### src/rtl/vga_dither_out.sv
`default_nettype none
// vga_dither_out: 24-bit clocked-video to 4-bit-per-channel VGA DAC stage with
// 4x4 ordered dither, sync re-polarisation, underflow blanking and statistics.
// Revision: 1.0
module vga_dither_out #(
  parameter bit HS_ACTIVE_LOW   = 1'b1,
  parameter bit VS_ACTIVE_LOW   = 1'b1,
  parameter bit UNDERFLOW_BLANK = 1'b1
) (
  input  logic        clk,
  input  logic        reset_n,
  input  logic [23:0] vid_data,
  input  logic        vid_datavalid,
  input  logic        vid_h_sync,
  input  logic        vid_v_sync,
  input  logic        vid_underflow,
  input  logic        dither_en,
  input  logic        stat_clr,
  output logic [3:0]  vga_r,
  output logic [3:0]  vga_g,
  output logic [3:0]  vga_b,
  output logic        vga_hs,
  output logic        vga_vs,
  output logic [15:0] frame_count,
  output logic [7:0]  ufl_count,
  output logic        underflow_sticky
);

  localparam logic [1:0] ST_WAIT_VS  = 2'd0;
  localparam logic [1:0] ST_ACTIVE   = 2'd1;
  localparam logic [1:0] ST_BLANKED  = 2'd2;

  // Stage 1: input register plus previous-cycle copies for edge detection
  logic [23:0] s1_data_q;
  logic        s1_dv_q;
  logic        s1_hs_q;
  logic        s1_vs_q;
  logic        s1_ufl_q;
  logic        s1_de_q;
  logic        s1_clr_q;
  logic        p_vs_q;
  logic        p_ufl_q;
  logic [1:0]  x_q;
  logic [1:0]  x_d;
  logic [1:0]  y_q;
  logic [1:0]  y_d;

  // Stage 2: output register, state and statistics
  logic [1:0]  state_q;
  logic [1:0]  state_d;
  logic [11:0] rgb_q;
  logic [11:0] rgb_d;
  logic        hs_q;
  logic        hs_d;
  logic        vs_q;
  logic        vs_d;
  logic [15:0] frame_q;
  logic [15:0] frame_d;
  logic [7:0]  ufl_cnt_q;
  logic [7:0]  ufl_cnt_d;
  logic        sticky_q;
  logic        sticky_d;

  logic        w_vs_rise;
  logic        w_ufl_rise;
  logic        w_blank_ev;
  logic [3:0]  w_thr;
  logic [11:0] w_pix;

  function automatic logic [3:0] bayer_thr(input logic [1:0] y, input logic [1:0] x);
    logic [3:0] t;
    case ({y, x})
      4'h0: t = 4'd0;
      4'h1: t = 4'd8;
      4'h2: t = 4'd2;
      4'h3: t = 4'd10;
      4'h4: t = 4'd12;
      4'h5: t = 4'd4;
      4'h6: t = 4'd14;
      4'h7: t = 4'd6;
      4'h8: t = 4'd3;
      4'h9: t = 4'd11;
      4'hA: t = 4'd1;
      4'hB: t = 4'd9;
      4'hC: t = 4'd15;
      4'hD: t = 4'd7;
      4'hE: t = 4'd13;
      default: t = 4'd5;
    endcase
    return t;
  endfunction

  // A carry out of the 8-bit sum means the channel saturates at full scale.
  function automatic logic [3:0] dither_ch(input logic [7:0] c, input logic [3:0] t,
                                           input logic en);
    logic [8:0] s;
    s = {1'b0, c} + {5'd0, t};
    if (!en) begin
      return c[7:4];
    end
    return s[8] ? 4'hF : s[7:4];
  endfunction

  // x/y track the pixel being captured into stage 1 so they align with s1_data_q.
  always_comb begin
    x_d = 2'd0;
    if (vid_datavalid && s1_dv_q) begin
      x_d = x_q + 2'd1;
    end
    y_d = y_q;
    if (vid_v_sync && !s1_vs_q) begin
      y_d = 2'd0;
    end else if (s1_dv_q && !vid_datavalid) begin
      y_d = y_q + 2'd1;
    end
  end

  always_ff @(posedge clk or negedge reset_n) begin
    if (!reset_n) begin
      s1_data_q <= 24'd0;
      s1_dv_q   <= 1'b0;
      s1_hs_q   <= 1'b0;
      s1_vs_q   <= 1'b0;
      s1_ufl_q  <= 1'b0;
      s1_de_q   <= 1'b0;
      s1_clr_q  <= 1'b0;
      p_vs_q    <= 1'b0;
      p_ufl_q   <= 1'b0;
      x_q       <= 2'd0;
      y_q       <= 2'd0;
    end else begin
      s1_data_q <= vid_data;
      s1_dv_q   <= vid_datavalid;
      s1_hs_q   <= vid_h_sync;
      s1_vs_q   <= vid_v_sync;
      s1_ufl_q  <= vid_underflow;
      s1_de_q   <= dither_en;
      s1_clr_q  <= stat_clr;
      p_vs_q    <= s1_vs_q;
      p_ufl_q   <= s1_ufl_q;
      x_q       <= x_d;
      y_q       <= y_d;
    end
  end

  assign w_vs_rise  = s1_vs_q & ~p_vs_q;
  assign w_ufl_rise = s1_ufl_q & ~p_ufl_q;
  assign w_blank_ev = w_ufl_rise & UNDERFLOW_BLANK;

  // Underflow beats a coincident v_sync rise, so the whole new frame is blanked.
  always_comb begin
    state_d = state_q;
    case (state_q)
      ST_WAIT_VS: begin
        if (w_vs_rise) begin
          state_d = w_blank_ev ? ST_BLANKED : ST_ACTIVE;
        end
      end
      ST_ACTIVE: begin
        if (w_blank_ev) begin
          state_d = ST_BLANKED;
        end
      end
      ST_BLANKED: begin
        if (w_vs_rise) begin
          state_d = w_blank_ev ? ST_BLANKED : ST_ACTIVE;
        end
      end
      default: state_d = ST_WAIT_VS;
    endcase
  end

  assign w_thr = bayer_thr(y_q, x_q);
  assign w_pix = {dither_ch(s1_data_q[23:16], w_thr, s1_de_q),
                  dither_ch(s1_data_q[15:8],  w_thr, s1_de_q),
                  dither_ch(s1_data_q[7:0],   w_thr, s1_de_q)};

  // Forcing uses the next state so state changes hit the triggering pixel itself.
  always_comb begin
    rgb_d = 12'h000;
    if (s1_dv_q && (state_d == ST_ACTIVE)) begin
      rgb_d = w_pix;
    end
    hs_d = s1_hs_q ^ HS_ACTIVE_LOW;
    vs_d = s1_vs_q ^ VS_ACTIVE_LOW;
  end

  always_comb begin
    frame_d = frame_q + {15'd0, w_vs_rise};
    if (s1_clr_q) begin
      sticky_d  = w_ufl_rise;
      ufl_cnt_d = {7'd0, w_ufl_rise};
    end else begin
      sticky_d  = sticky_q | w_ufl_rise;
      ufl_cnt_d = ufl_cnt_q;
      if (w_ufl_rise && (ufl_cnt_q != 8'hFF)) begin
        ufl_cnt_d = ufl_cnt_q + 8'd1;
      end
    end
  end

  always_ff @(posedge clk or negedge reset_n) begin
    if (!reset_n) begin
      state_q   <= ST_WAIT_VS;
      rgb_q     <= 12'h000;
      hs_q      <= HS_ACTIVE_LOW;
      vs_q      <= VS_ACTIVE_LOW;
      frame_q   <= 16'd0;
      ufl_cnt_q <= 8'd0;
      sticky_q  <= 1'b0;
    end else begin
      state_q   <= state_d;
      rgb_q     <= rgb_d;
      hs_q      <= hs_d;
      vs_q      <= vs_d;
      frame_q   <= frame_d;
      ufl_cnt_q <= ufl_cnt_d;
      sticky_q  <= sticky_d;
    end
  end

  assign vga_r            = rgb_q[11:8];
  assign vga_g            = rgb_q[7:4];
  assign vga_b            = rgb_q[3:0];
  assign vga_hs           = hs_q;
  assign vga_vs           = vs_q;
  assign frame_count      = frame_q;
  assign ufl_count        = ufl_cnt_q;
  assign underflow_sticky = sticky_q;

endmodule
`default_nettype wire

### config.mk
export PLATFORM = sky130hd
export DESIGN_NAME = vga_dither_out
export DESIGN_NICKNAME = d
export VERILOG_FILES = /design/src/rtl/vga_dither_out.sv
export SDC_FILE = /design/constraint.sdc
export NUM_CORES = 1
export LEC_CHECK = 0
export CAP_MARGIN = 20
export CELL_PAD_IN_SITES_DETAIL_PLACEMENT = 1
export CELL_PAD_IN_SITES_GLOBAL_PLACEMENT = 1
export CORE_AREA = 2 2 103 85
export DETAILED_ROUTE_END_ITERATION = 10
export DIE_AREA = 0 0 105 87
export PLACE_DENSITY_LB_ADDON = 0.15
export SLEW_MARGIN = 20
export SYNTH_ARGS = -nofsm -noshare
export SYNTH_HDL_FRONTEND = slang
export SYNTH_SLANG_ARGS = --single-unit
export TNS_END_PERCENT = 5
### constraint.sdc
create_clock -name clk -period 2.55 [get_ports clk]
set_input_delay 0.51 -clock clk [delete_from_list [all_inputs] [get_ports clk]]
set_output_delay 0.51 -clock clk [all_outputs]
set_load 0.02 [all_outputs]
==> results of run 1 <==
layout by cell type (no fill, tap or decap), types with 3 or more instances in the layout:
cell	netlist	routed
dfrtp_1	75	75
clkdlybuf4s50_1	0	69
nor2_1	20	20
nand2_1	14	14
xnor2_1	13	13
xor2_1	12	12
ha_1	12	12
inv_1	9	9
nand3_1	9	9
clkbuf_8	0	9
o21ai_0	5	5
nor2b_1	4	4
nor3_1	4	4
a21oi_1	4	4
a31oi_1	4	4
nand3_2	3	3
and2_1	3	3
a311oi_2	3	3
a41oi_1	3	3
and3_1	3	3
a211oi_2	3	3
nor4_1	3	3
o211ai_1	3	3
critical path, delay by kind of cell (launching register included):
family	cells	cell delay, ns
AOI/OAI and AO/OA	3	0.91
xor gates and xnor gates	1	0.21
and+or+nand+nor	1	0.08
DFF	1	0.46
adders and majority gates	1	0.30
layout make-up:
class	count	area share
clock buffers	10	0.03051
clock inverters	6	0.01526
inverters	9	0.008077
multi-input cells	154	0.2797
flip-flops and latches	77	0.4613
well taps	112	0.03350
repair buffers	71	0.1717
cells in the mapped netlist, drive strengths merged:
master / number
dfrtp: 75
nor3b: 1
o21ai: 5
dfstp: 2
a21oi: 5
ha: 12
o211ai: 3
inv: 9
o2111ai: 1
and2: 3
nand4: 2
a221oi: 2
nand2b: 2
or3b: 1
a41oi: 3
nand3: 12
nand2: 15
nor3: 6
nor2b: 4
a31oi: 4
and3: 3
xor2: 12
a311oi: 5
nand4b: 1
a22oi: 2
clkbuf: 2
mux2i: 2
xnor2: 13
a21boi: 2
buf: 2
nand3b: 1
nor4: 4
nor2: 20
or2: 1
o22ai: 1
and4: 2
a211oi: 3
and2b: 1
through the flow:
stage          utilization  instance area [um^2]  setup WS, ns
4_1_cts             0.5112                  4183        0.5020
3_3_place_gp        0.4878                  3991        0.5574
2_1_floorplan            -                  3158        0.6768
3_5_place_dp        0.4878                  3991        0.5230
5_1_grt             0.5112                  4183        0.3458
6_report            0.5112                  4183        0.4872
registers in the layout (all words and copies together) (netlist names), 2 cells and up:
register and flops:
s1_data_q 24, frame_count 16, rgb_q 12, ufl_count 8, state_q 2, x_q 2, y_q 2
final timing paths:
check	slack [ns]	depth (start not counted)	end
worst max register to register	0.49	6	rgb_q[1]
worst min register to register	0.35	1	vga_hs
worst max-delay path	0.49	6	rgb_q[1]
max in group asynchronous	1.73	2	vga_hs
min in group clk	0.35	1	vga_hs
worst min-delay path	0.18	1	frame_count[11]
routing by layer:
metal  share of wire  vias up  track usage
li1                -     1015            -
met1            0.44     1061       0.1872
met2            0.50       52       0.2409
met3           0.048        6      0.05385
met4          0.0091        0      0.04606
met5               0        -            0
cells by family (layout without fill, tap and decap cells):
family | count (synthesis) | after routing | synth area share
adder cells (fa/ha/maj) | 12 | 12 | 0.04754
multiplexers | 2 | 2 | 0.006339
buffers and inverters | 13 | 96 | 0.01862
AND/OR/NAND/NOR | 79 | 79 | 0.1411
flip-flops | 77 | 77 | 0.6109
XOR/XNOR | 25 | 25 | 0.06933
AO/OA/AOI/OAI | 36 | 36 | 0.1062
power groups by stage:
stage               registers [W]  logic, W  clock network [W]
floorplan                 0.00152  0.000249                  0
global placement          0.00146  0.000565                  0
detailed placement        0.00146  0.000584                  0
CTS                       0.00144  0.000588           0.000925
global route              0.00145  0.000629           0.000981
finish                    0.00143  0.000575           0.000885
==> summary.txt, run 1 <==
crit end category: register
Post-DP HPWL: 4592 um
# rows: 30
Hold Slack: 0.1783 ns
Post-CTS Resized: 0
Core Area: 8183 um^2
area of the multi-input gates: 1170 um^2
post-synth top area cell: dfrtp_1
Nets: 366
post-layout min period: 2.063 ns
crit start category: register
drc violations: 0
syn nets: 288
CP max stage cell: dfrtp_1
area fraction of the dominant cell type after synthesis: 0.5943
Root Buffer: clkbuf_8
crit share post-route: 0.8090
Final Setup Violations: 0
vias per cell: 4.861
die area: 9135 um^2
net switching power figure: 0.0008415 W
maximum clock frequency: 484.8 MHz
Remaining Overflow, GRT: 0
Overall Power: 0.002894 W
Worst Clk Skew: 0.01160 ns
vias in the first global route: 2162
Ys Warns: 0
largest cells by area after synthesis: dfrtp_1 (59%), ha_1 (4.8%), xnor2_1 (3.6%), xor2_1 (3.3%), nor2_1 (2.4%)
die width: 105 um
vias: 2134
Final Hold Fails: 0
Worst EP arrival: 2.29 ns
part of the power in combinational logic: 0.199
Layout area overhead: 32.45%
IO Count: 71
GRT Total Usage: 0.1483
H-tree level count: 3
Max clock buf depth: 2
max-slew violations: 0
GPL Wtd Cong: 0.7717
type of the worst setup path: register to register
WL per Instance: 14.08 um
RSZ-0062 raised after global routing: false
final WL: 6183 um
switching portion of total power: 0.2908
IO buf count: 70
first-pass GRT wire length: 10360 um
Critical Path Max Stage Delay: 0.46 ns
Clock Latency Late Sink: 0.34 ns
PwrDens: 691.8 nW/um^2
Seq cells post-synth: 77
Seq. cell area: 1929 um^2
sequential area share after synthesis: 0.6109
critical path fanouts, max: 6
hold-fix buffer count after cts: 0
maxcap violations: 0
CTS tree: built
slew at the pin closest to its max-slew limit: 0.6103 ns
worst-case vdd ir drop: 0.3507 mV
P_leak: 1.793 nW
setup total negative slack: 0 ns
post-CTS setup buffers: 0
share of layout cells above drive strength 1: 0.1162
clock sinks: 77
clock group share of total power: 0.306
fillcell total: 863
ANT nets after route: 0
Avg Inst Size Synth: 12.94 um^2
outcome: finished, final reports clean
Slew headroom: 0.5932
Flop pwr share: 0.496
dpl cells: 423
CP Cell Sequence: xor2_1 -> ha_1 -> o21ai_0 -> a221oi_4 -> nor2_1 -> a311oi_1
CP startpoint: y_q[0]
ant diodes: 0
initial antenna violation count: 0
Non-Filler Instances: 439
clk slew on worst S/H paths: 0.08 ns
Synth cell types: 46
Initial Utilization: 0.3859
reg2reg start: y_q[0]
Inserted Clock Buffers: 9
synthesized cell area: 3158 um^2
Cell Int Power: 0.002052 W
Post-Syn Instances: 244
Required @ worst endpoint: 2.78 ns
DIE HEIGHT: 87 um
initial drt markers: 24
min-delay worst type: input pin to asynchronous set/reset pin
largest net degree at the start of global routing: 48
first drt pass iteration count: 4
Note: power is estimated with default switching activity, not from simulation.
==> inputs of run 2 (changes only) <==
==> constraint.sdc (replaced) <==
create_clock -name clk -period 2 [get_ports clk]
set_input_delay 0.4 -clock clk [delete_from_list [all_inputs] [get_ports clk]]
set_output_delay 0.4 -clock clk [all_outputs]
set_load 0.02 [all_outputs]
==> run 2 against run 1 <==
  * Critical path depth is the same
  * Final cell count grew 1.1%
  * Register-to-register slack lost 0.36 ns
  * Clock power grew 39%
  * Clock-buffer cell count grew 2
  * Maximum frequency grew 10%
  * First-iteration DRC count grew 42%
  * Global-route usage grew 0.10 points
  * Via count shrank 0.66%
==> summary.txt, run 2 (same netlist as run 1, synthesis figures left out) <==
type of the worst setup path: register to register
PwrDens: 901.2 nW/um^2 (+30%)
R2R Path End: rgb_q[9]
clock group share of total power: 0.322 (+0.016)
Worst Hold Launch: s1_hs_q
Worst Reg-to-Reg Cells: 6 (unchanged)
reg2reg start: x_q[0]
CTS tree: built
largest net degree at the start of global routing: 36 (-25%)
Nets: 371 (+1.4%)
DIE HEIGHT: 87 um (unchanged)
Top reg by flops: s1_data_q
P_leak: 1.830 nW (+2.1%)
worst hold stages: 1
Slew headroom: 0.6665 (+0.07337)
Cell Int Power: 0.002771 W (+35%)
dpl cell area: 4021 um^2 (+0.75%)
crit share post-route: 0.9379 (+0.1289)
initial drt markers: 34 (+42%)
min-delay worst type: register to register
outcome: finished, final reports clean
final WL: 6202 um (+0.31%)
Required @ worst endpoint: 2.25 ns (-0.53 ns)
r2r setup slk: 0.12 ns (-0.36 ns)
Post-DP HPWL: 4677 um (+1.8%)
post-CTS setup buffers: 0 (unchanged)
vias in the first global route: 2227 (+3.0%)
Root Buffer: clkbuf_8
crit start category: register
share of layout cells above drive strength 1: 0.1235 (+0.007286)
Clock Latency Late Sink: 0.34 ns (about the same)
net switching power figure: 0.001060 W (+26%)
die area: 9135 um^2 (unchanged)
Non-Filler Instances: 444 (+1.1%)
Worst EP arrival: 2.13 ns (-0.16 ns)
part of the power in combinational logic: 0.202 (+0.003)
Max clock buf depth: 2 (unchanged)
IO buf count: 70 (unchanged)
drc violations: 0 (unchanged)
first-pass GRT wire length: 10590 um (+2.2%)
worst-case vdd ir drop: 0.4524 mV (+29%)
max-slew violations: 0 (unchanged)
Flop pwr share: 0.476 (-0.020)
maxcap violations: 0 (unchanged)
Initial Utilization: 0.3859 (unchanged)
critical path fanouts, max: 5 (-1)
hold path endpoint: vga_hs
initial antenna violation count: 0 (unchanged)
GPL Wtd Cong: 0.7871 (+2.0%)
Final Setup Violations: 0 (unchanged)
Core Area: 8183 um^2 (unchanged)
post-layout min period: 1.876 ns (-0.1870 ns)
H-tree level count: 3 (unchanged)
GRT Total Usage: 0.1493 (+0.001013)
commonest non-fill, non-tap cell in the layout: dfrtp_1
WL per Instance: 13.97 um (-0.82%)
commonest non-fill, non-tap cells in the layout: dfrtp_1 (75), clkdlybuf4s50_1 (69), nor2_1 (20)
Worst Clk Skew: 0.01086 ns (-0.0007410 ns)
Util after Layout: 0.5196 (+0.008410)
clk slew on worst S/H paths: 0.07 ns (about the same)
dpl cells: 427 (+0.95%)
die width: 105 um (unchanged)
RSZ-0062 raised after global routing: true
Inserted Clock Buffers: 9 (unchanged)
switching portion of total power: 0.2767 (-0.01404)
slew at the pin closest to its max-slew limit: 0.4992 ns (-0.1111 ns)
Remaining Overflow, GRT: 0 (unchanged)
ant diodes: 0 (unchanged)
vias per cell: 4.775 (-1.8%)
setup total negative slack: 0 ns (unchanged)
ANT nets after route: 0 (unchanged)
clock sinks: 77 (unchanged)
Layout area overhead: 34.63%
maximum clock frequency: 533.1 MHz (+10%)
vias: 2120 (-0.66%)
Final Hold Fails: 0 (unchanged)
Hold Slack: 0.3499 ns (+0.1716 ns)
first drt pass iteration count: 4 (unchanged)
fin area: 4252 um^2 (+1.6%)
IO Count: 71 (unchanged)
crit end category: register
# rows: 30 (unchanged)
max FFs per register: 24 (unchanged)
==> run 2: cell count changes in the layout (fill, tap and decap cells not counted), sizes merged <==
cell         delta
buf             +4
clkinvlp        -2
bufinv          +1
dlygate4sd3     +1
clkinv          -1
clkbuf          +2
==> run 2: how the worst max path moves through the flow <==
| stage | start | to | slack [ns] |
|---|---|---|---|
| after detailed placement | x_q[0] | rgb_q[1] | 0.07 |
| final | x_q[0] | rgb_q[9] | 0.12 |
| after global placement | x_q[0] | rgb_q[9] | 0.13 |
| after floorplan | y_q[0] | rgb_q[10] | 0.13 |
| after CTS | x_q[0] | rgb_q[10] | 0.07 |
| after global routing | x_q[0] | rgb_q[10] | -0.02 |
==> run 2: power groups by stage <==
stage	Clock, W	Sequential [W]	Combinational, W
after detailed placement	0	0.00185	0.000776
after global placement	0	0.00185	0.000757
final	0.00123	0.00182	0.000773
after global routing	0.00135	0.00185	0.000850
after floorplan	0	0.00194	0.000317
after CTS	0.00128	0.00183	0.000781
==> run 2: per-layer routing <==
metal	track usage	wire [um]	vias up
met5	0	0	-
met4	0.05818	79	0
met3	0.04114	217	8
met2	0.2532	3118	47
met1	0.1836	2787	1036
li1	-	-	1029
==> run 2: metrics by stage <==
step                      power (W)  worst slack [ns]
after detailed placement   0.002629           0.07252
final                      0.003831            0.1242
after CTS                  0.003888           0.07454
after floorplan            0.002252            0.1268
after global routing       0.004048          -0.01852
after global placement     0.002606            0.1324
==> run 2: cell type report <==
cell class              count  area, um^2
clock inverters             4       73.82
inverters                   9       33.78
multi-input cells         154        1177
clock buffers              12       135.1
well taps                 112       140.1
flip-flops and latches     77        1929
fillers                   891        3931
repair buffers             76       762.0
==> run 2: critical path, cell delays in order, from the launching register on <==
cell and delay, ns:
dfrtp_1 0.41, xor2_1 0.21, ha_1 0.30, o21ai_1 0.09, a221oi_4 0.41, a21oi_1 0.14
a311oi_2 0.24
==> run 2: repair_timing <==
action	4_1_cts	5_1_grt
hold buffers	1	0
gates resized for setup	0	4
setup endpoints to repair	0	7
hold endpoints to repair	21	0
